[src/rtl/switch_mcu_alu_seq.sv]
// switch_mcu_alu_seq: sequences one decoded instruction at a time onto one of
// eight ALU units. It broadcasts a cycle count, pulses done after the last
// execution cycle, and muxes the selected unit's register-file port requests
// through to a single register-file port.
//
// Handshake: an instruction transfers on a rising edge where in_dec_valid and
// out_dec_ready are both high. out_dec_ready is high only in IDLE. The decoder
// holds in_dec_valid and its payload stable until the transfer happens.
module switch_mcu_alu_seq (
    input  logic         in_clk,
    input  logic         in_rst,
    input  logic         in_dec_valid,
    output logic         out_dec_ready,
    input  logic [2:0]   in_dec_unit,
    input  logic [3:0]   in_dec_len,
    input  logic         in_flush,
    output logic [7:0]   out_unit_en,
    output logic [3:0]   out_cycle_cnt,
    output logic         out_done,
    input  logic [7:0]   in_unit_ren,
    input  logic [39:0]  in_unit_raddr,
    input  logic [7:0]   in_unit_wen,
    input  logic [39:0]  in_unit_waddr,
    input  logic [255:0] in_unit_wdata,
    output logic         out_rf_ren,
    output logic [4:0]   out_rf_raddr,
    output logic         out_rf_wen,
    output logic [4:0]   out_rf_waddr,
    output logic [31:0]  out_rf_wdata,
    output logic         out_port_err
);

    typedef enum logic [1:0] {
        IDLE  = 2'd0,
        EXEC  = 2'd1,
        DRAIN = 2'd2
    } state_t;

    state_t     state;
    logic [2:0] unit_q;
    logic [3:0] len_q;
    logic       accept;
    logic [7:0] sel_mask;
    logic [7:0] req_any;
    logic       port_err_next;

    assign out_dec_ready = (state == IDLE);
    assign accept        = in_dec_valid && out_dec_ready;
    assign sel_mask      = 8'b1 << unit_q;
    assign req_any       = in_unit_ren | in_unit_wen;

    // In IDLE no unit owns the port, so any request is a violation.
    // Otherwise only the selected unit may request.
    assign port_err_next = (state == IDLE) ? (|req_any) : (|(req_any & ~sel_mask));

    // Port mux: forward only the selected unit's fields. DRAIN keeps the mux
    // open so a write issued on the last execution cycle still lands.
    always_comb begin
        out_rf_ren   = 1'b0;
        out_rf_raddr = 5'd0;
        out_rf_wen   = 1'b0;
        out_rf_waddr = 5'd0;
        out_rf_wdata = 32'd0;
        if (state != IDLE) begin
            for (int k = 0; k < 8; k++) begin
                if (unit_q == 3'(k)) begin
                    out_rf_ren   = in_unit_ren[k];
                    out_rf_raddr = in_unit_raddr[5*k +: 5];
                    out_rf_wen   = in_unit_wen[k];
                    out_rf_waddr = in_unit_waddr[5*k +: 5];
                    out_rf_wdata = in_unit_wdata[32*k +: 32];
                end
            end
        end
    end

    // Sequencer FSM with registered enable, count, done and error outputs.
    always_ff @(posedge in_clk or posedge in_rst) begin
        if (in_rst) begin
            state         <= IDLE;
            unit_q        <= 3'd0;
            len_q         <= 4'd0;
            out_unit_en   <= 8'd0;
            out_cycle_cnt <= 4'd0;
            out_done      <= 1'b0;
            out_port_err  <= 1'b0;
        end else begin
            out_port_err <= port_err_next;
            case (state)
                IDLE: begin
                    out_done <= 1'b0;
                    // Flush is meaningless here; an accept proceeds regardless.
                    if (accept) begin
                        unit_q        <= in_dec_unit;
                        // Lengths below 4 are clamped to the minimum of 4 cycles.
                        len_q         <= (in_dec_len < 4'd4) ? 4'd4 : in_dec_len;
                        out_unit_en   <= 8'b1 << in_dec_unit;
                        out_cycle_cnt <= 4'd1;
                        state         <= EXEC;
                    end
                end
                EXEC: begin
                    if (in_flush) begin
                        // Flush wins over completion: no done pulse.
                        state         <= IDLE;
                        out_unit_en   <= 8'd0;
                        out_cycle_cnt <= 4'd0;
                        out_done      <= 1'b0;
                    end else if (out_cycle_cnt == len_q) begin
                        state         <= DRAIN;
                        out_unit_en   <= 8'd0;
                        out_cycle_cnt <= 4'd0;
                        out_done      <= 1'b1;
                    end else begin
                        // Stops at len_q (at most 15), so it never wraps.
                        out_cycle_cnt <= out_cycle_cnt + 4'd1;
                    end
                end
                DRAIN: begin
                    state         <= IDLE;
                    out_unit_en   <= 8'd0;
                    out_cycle_cnt <= 4'd0;
                    out_done      <= 1'b0;
                end
                default: begin
                    state         <= IDLE;
                    out_unit_en   <= 8'd0;
                    out_cycle_cnt <= 4'd0;
                    out_done      <= 1'b0;
                end
            endcase
        end
    end

endmodule

[config.mk]
export PLATFORM = sky130hd
export DESIGN_NAME = switch_mcu_alu_seq
export DESIGN_NICKNAME = d
export VERILOG_FILES = /design/src/rtl/switch_mcu_alu_seq.sv
export SDC_FILE = /design/constraint.sdc
export NUM_CORES = 1
export LEC_CHECK = 0
export ABC_CLOCK_PERIOD_IN_PS = 2400
export BUFFER_PORTS_ARGS = -buffer_cell sky130_fd_sc_hd__buf_2
export CORE_AREA = 3 3 161 163
export DETAILED_ROUTE_END_ITERATION = 8
export DIE_AREA = 0 0 164 166
export SYNTH_ARGS = -nofsm -noshare
export SYNTH_HDL_FRONTEND = slang
export SYNTH_SLANG_ARGS = --single-unit
[constraint.sdc]
create_clock -name in_clk -period 2.4 [get_ports in_clk]
set_input_delay 0.36 -clock in_clk [delete_from_list [all_inputs] [get_ports in_clk]]
set_output_delay 0.36 -clock in_clk [all_outputs]
set_load 0.005 [all_outputs]
======== After elaboration in Yosys (flattened, before gate mapping) ========
Index checks and enable logic that the tools add are counted.
Widths: inputs -> output; s select.
operators by class
  add/subtract/negate cells ............... 1
  magnitude comparators ................... 1
  equal/unequal tests ..................... 11
  shifts and indexed selects .............. 2
  mux-type cells .......................... 62
  bitwise operators ....................... 3
  reduce and logical (&&, ||, !) cells .... 8
operator list
  cell                 count
  $mux 32              9
  $mux 5               18
  $mux 8               3
  $mux 1               22
  $mux 4               4
  $pmux 8 s2           1
  $reduce_or 8->1      2
  $shl 1x3->8 const A  2
  $eq 3x3->1 const B   4
  $and 8x8->8          1
  $not 8->8            1
  $or 8x8->8           1
  $pmux 4 s2           1
  $eq 3x2->1 const B   2
  $mux 2               3
  $add 4x1->4 const B  1
  $eq 4x4->1           1
  $lt 4x3->1 const B   1
  $pmux 2 s2           1
  $reduce_and 2->1     2
  $eq 3x1->1 const B   1
  $logic_not 3->1      1
  $ne 3x3->1 const B   1
  $eq 2x1->1 const B   1
  other kinds (4)      4
word-level totals
  register bits after elaboration ......... 23
  input port bits ......................... 363
  output and inout bits ................... 59
  word-level logic and storage cells ...... 95

======== Logic depth before layout (Yosys ltp) ========
  depth in word-level cells ............... 10
  mapped depth ............................ 8

======== Worst setup path after synthesis ========
Ideal clock, no wire load.
  path kind ............................... flip-flop to output port
  start point ............................. register unit_q[0]
  end point ............................... output out_rf_waddr[0]
  data arrival time ....................... 1.510 ns
  setup slack ............................. 0.530 ns
  stages on the path, launching flop included .. 8
  cell sequence ........................... dfrtp_1 buf_6 and3b_4 buf_12 nor4_2 a221oi_1 a22oi_1 a21oi_1
on the way
  word-level cells in the longest chain between the ends .. 10
ends and longest elaborated chain
  item                    line  RTL
  start, declared         40    logic [2:0] unit_q;
  start signal, assigned  94    unit_q <= in_dec_unit;
  $logic_not 3->1         66    if (unit_q == 3'(k)) begin
  $mux 5 (7 in series)    66
  $mux 5 *                66
  $mux 5 *                64    if (state != IDLE) begin
  end, declared           28    output logic [4:0] out_rf_waddr,
Mark *: on every way between the ends. The rest lies on a longest branch, timed or not.

======== Worst setup path after layout ========
  start point ............................. register unit_q[2]
  end point ............................... output out_rf_wdata[8]
on the way
  word-level cells in the longest chain between the ends .. 10
ends and longest elaborated chain
  item                   line  RTL
  $logic_not 3->1        66
  $mux 32 (7 in series)  66
  $mux 32 *              66
  $mux 32 *              64
  end, declared          29    output logic [31:0] out_rf_wdata,
Marked as above.

==> flow_summary.json <==
{
  "n_antenna_cell": 0,
  "yosys-top-cells-area": "dfrtp_1 11%, o21ai_0 8.1%, nor4_2 7.4%",
  "crit-reg2reg-launch": "out_cycle_cnt[1]",
  "grtUsageMet1_pct": 21.5,
  "num-nets-final": 1407,
  "grt_first_pass_wirelength_mm": 37.4,
  "synth-main-ff-cell": "dfrtp_1",
  "portBuffers": 421,
  "coreArea_um2": 24500,
  "clock_latency_ns": 0.26,
  "place_congestion": 0.930,
  "fill_cells": 2532,
  "place_ws_ns": 0.0570,
  "clock_skew_ns": 0.00934,
  "rsz0062_at_grt": "yes",
  "cts_tree": "yes",
  "period_minus_slack_ns": 2.64,
  "viasPerCell": 5.20,
  "max-clock-path-buffers": 2,
  "dieArea_um2": 27200,
  "worst_slack_ns": -0.238,
  "critical_path_arrival_ns": 2.28,
  "yosys_register_bits": 23,
  "drcViolationCount": 0,
  "final_common_cell": "buf_2",
  "drv_slew": 0,
  "syn_area_um2": 5100,
  "yosys.area.top_type": "dfrtp_1",
  "met3_usage_pct": 2.27,
  "fmax_mhz": 379,
  "ctsHtreeMaxLevel": 1,
  "async_flop_share_pct": 100,
  "clkTransAtPathRegs_ns": 0.07,
  "grt_max_degree": 46,
  "syn_nets": 978,
  "overflow": 0,
  "io_pins": 422,
  "totalWireLength_mm": 28.0,
  "drtIter0Drc": 451,
  "critical_path_required_ns": 2.04,
  "slew-limit-headroom_pct": 56.7,
  "synth-warning-count": 0,
  "tns_ns": -3.79,
  "antenna_found_initial": 2,
  "post-route-period-util_pct": 110,
  "yosysSeqAreaShare_pct": 11.3,
  "layout_common_cells": "421 x buf_2, 64 x o21ai_0, 47 x nor2_1",
  "pwr_density_cell_nw_per_um2": 1170,
  "endpoint_kind": "output pin",
  "gr-usage-met2_pct": 31.1,
  "drt_first_pass_iters": 5,
  "num_vias": 7109,
  "critPathKind": "flip-flop to output pin",
  "clock_sinks": 23,
  "r2r_cells": 5,
  "tightestPinTransition_ns": 0.649,
  "top_usage_layer": "met2",
  "hp-class": "input port to asynchronous set/reset pin",
  "yosys.area.top_type_share_pct": 11.3,
  "crit_buf_inv": 3,
  "crit_chain": "buf_12 -> buf_4 -> and4b_1 -> nor4_4 -> a221oi_1 -> a22oi_1 -> a21oi_1 -> buf_2",
  "power_mw": 10.2,
  "hpwl_mm": 19.8,
  "placed_area_um2": 7600,
  "grt_util_all_layers_pct": 17.1,
  "r2r_setup_slack_ns": 0.53,
  "synthCells": 614,
  "ant_nets": 0,
  "reg2reg_to": "out_unit_en[7]",
  "numCtsBuffers": 3,
  "setup_violations": 30,
  "cp_slowest_cell": "dfrtp_4",
  "hold_violations": 0,
  "leakage_nw": 4.30,
  "peakVddDrop_uv": 436,
  "postLayoutCellArea_um2": 8720,
  "area_growth_pct": 70.9,
  "ys_types": 51,
  "critPathLaunchType": "flip-flop",
  "crit_family": "compound AO/OA/AOI/OAI gates",
  "cpPeakStageDelay_ns": 0.57,
  "fin_util_pct": 35.6,
  "die_w_um": 164,
  "maxCapViolations": 0,
  "rows": 57,
  "grt_pass1_vias": 6764,
  "fp.dieH_um": 166,
  "synth.avg_cell_area_um2": 8.31,
  "status": "finished with violations",
  "cts_root_buffer": "clkbuf_16",
  "worstPathMaxFanout": 8,
  "wire_per_inst_um": 20.5,
  "start_util_pct": 20.8,
  "synth_edf_count": 0,
  "drive_above_1_share_pct": 60.0,
  "violations": "setup timing"
}
## final cells by class
type                            instances  area (um^2)  share of cell area, %
Multi-Input combinational cell        508         4420                   50.8
Timing Repair Buffer                  502         3200                   36.7
Sequential cell                        23          587                   6.73
Tap cell                              324          405                   4.65
Clock buffer                            3         75.1                  0.861
Inverter                                5         18.8                  0.215
Clock inverter                          1         7.51                 0.0861
## through the flow
| step | hold slack (ns) | instances |
|---|---|---|
| finish | 0.175 | 1366 |
| global placement | 0.480 | 1325 |
| floorplan | 0.362 | 614 |
| detailed placement | 0.481 | 1325 |
| CTS | 0.206 | 1343 |
| global route | 0.246 | 1366 |
## how the worst max path moves through the flow
| stage | startpoint | end | slack, ns | cells past startpoint |
|---|---|---|---|---|
| floorplan | unit_q[0] | out_rf_waddr[0] | 0.53 | 7 |
| global placement | unit_q[1] | out_rf_raddr[4] | 0.05 | 8 |
| detailed placement | unit_q[1] | out_rf_wdata[21] | 0.06 | 8 |
| CTS | unit_q[2] | out_rf_wdata[30] | -0.18 | 8 |
| global route | unit_q[2] | out_rf_wdata[8] | -0.30 | 8 |
| finish | unit_q[2] | out_rf_wdata[8] | -0.24 | 8 |
## repair_timing
action / 4_1_cts / 5_1_grt
gates cloned: 5 / 10
buffers inserted: 9 / 14
hold buffers: 0 / 0
pin swaps: 45 / 48
setup endpoints to repair: 43 / 39
gates resized for setup: 47 / 66
## cells by family after synthesis
family                     after synthesis  share of synthesized area, %
muxes                                   60                          15.5
xor gates and xnor gates                 5                         0.859
and+or+nand+nor                        219                          34.3
adders and majority gates                1                         0.245
DFF                                     23                          11.3
AOI/OAI and AO/OA                      223                          27.8
buffers and inverters                   83                          10.0
## where the power goes
group | switching (mW) | leakage (nW) | total, mW | internal [mW]
registers | 0.162 | 0.292 | 0.671 | 0.510
logic | 4.50 | 3.97 | 9.13 | 4.63
clock network | 0.150 | 0.0371 | 0.376 | 0.226
## sequential cells by signal, summed over array words and instances, names as in the netlist
signal and cells:
len_q 4, out_cycle_cnt 4, out_done 1, out_port_err 1
out_unit_en 8, state 2, unit_q 3
## synth_stat cells, drive strengths merged, types with 12 or more instances
| cell type | number |
|---|---|
| clkbuf | 33 |
| a21oi | 46 |
| mux2 | 12 |
| nor4 | 33 |
| mux2i | 34 |
| nand2 | 30 |
| and3b | 32 |
| nor2 | 48 |
| a221oi | 30 |
| o21ai | 86 |
| mux4 | 14 |
| and4b | 30 |
| and4bb | 30 |
| buf | 45 |
| dfrtp | 23 |
| a22oi | 30 |
## worst register-to-register path, delay by kind of cell, from the launching register on
kind | cells | cell delay [ns]
AND/OR/NAND/NOR | 2 | 0.59
flip-flops | 1 | 0.46
AO/OA/AOI/OAI | 2 | 0.49
XOR/XNOR | 1 | 0.21
## routing by layer
layer  wire length (um)  vias up
li1                   -     3315
met1              10900     3355
met2              14100      385
met3               2290       50
met4                642        4
met5                 20        -
Note: power is estimated with default switching activity, not from simulation.
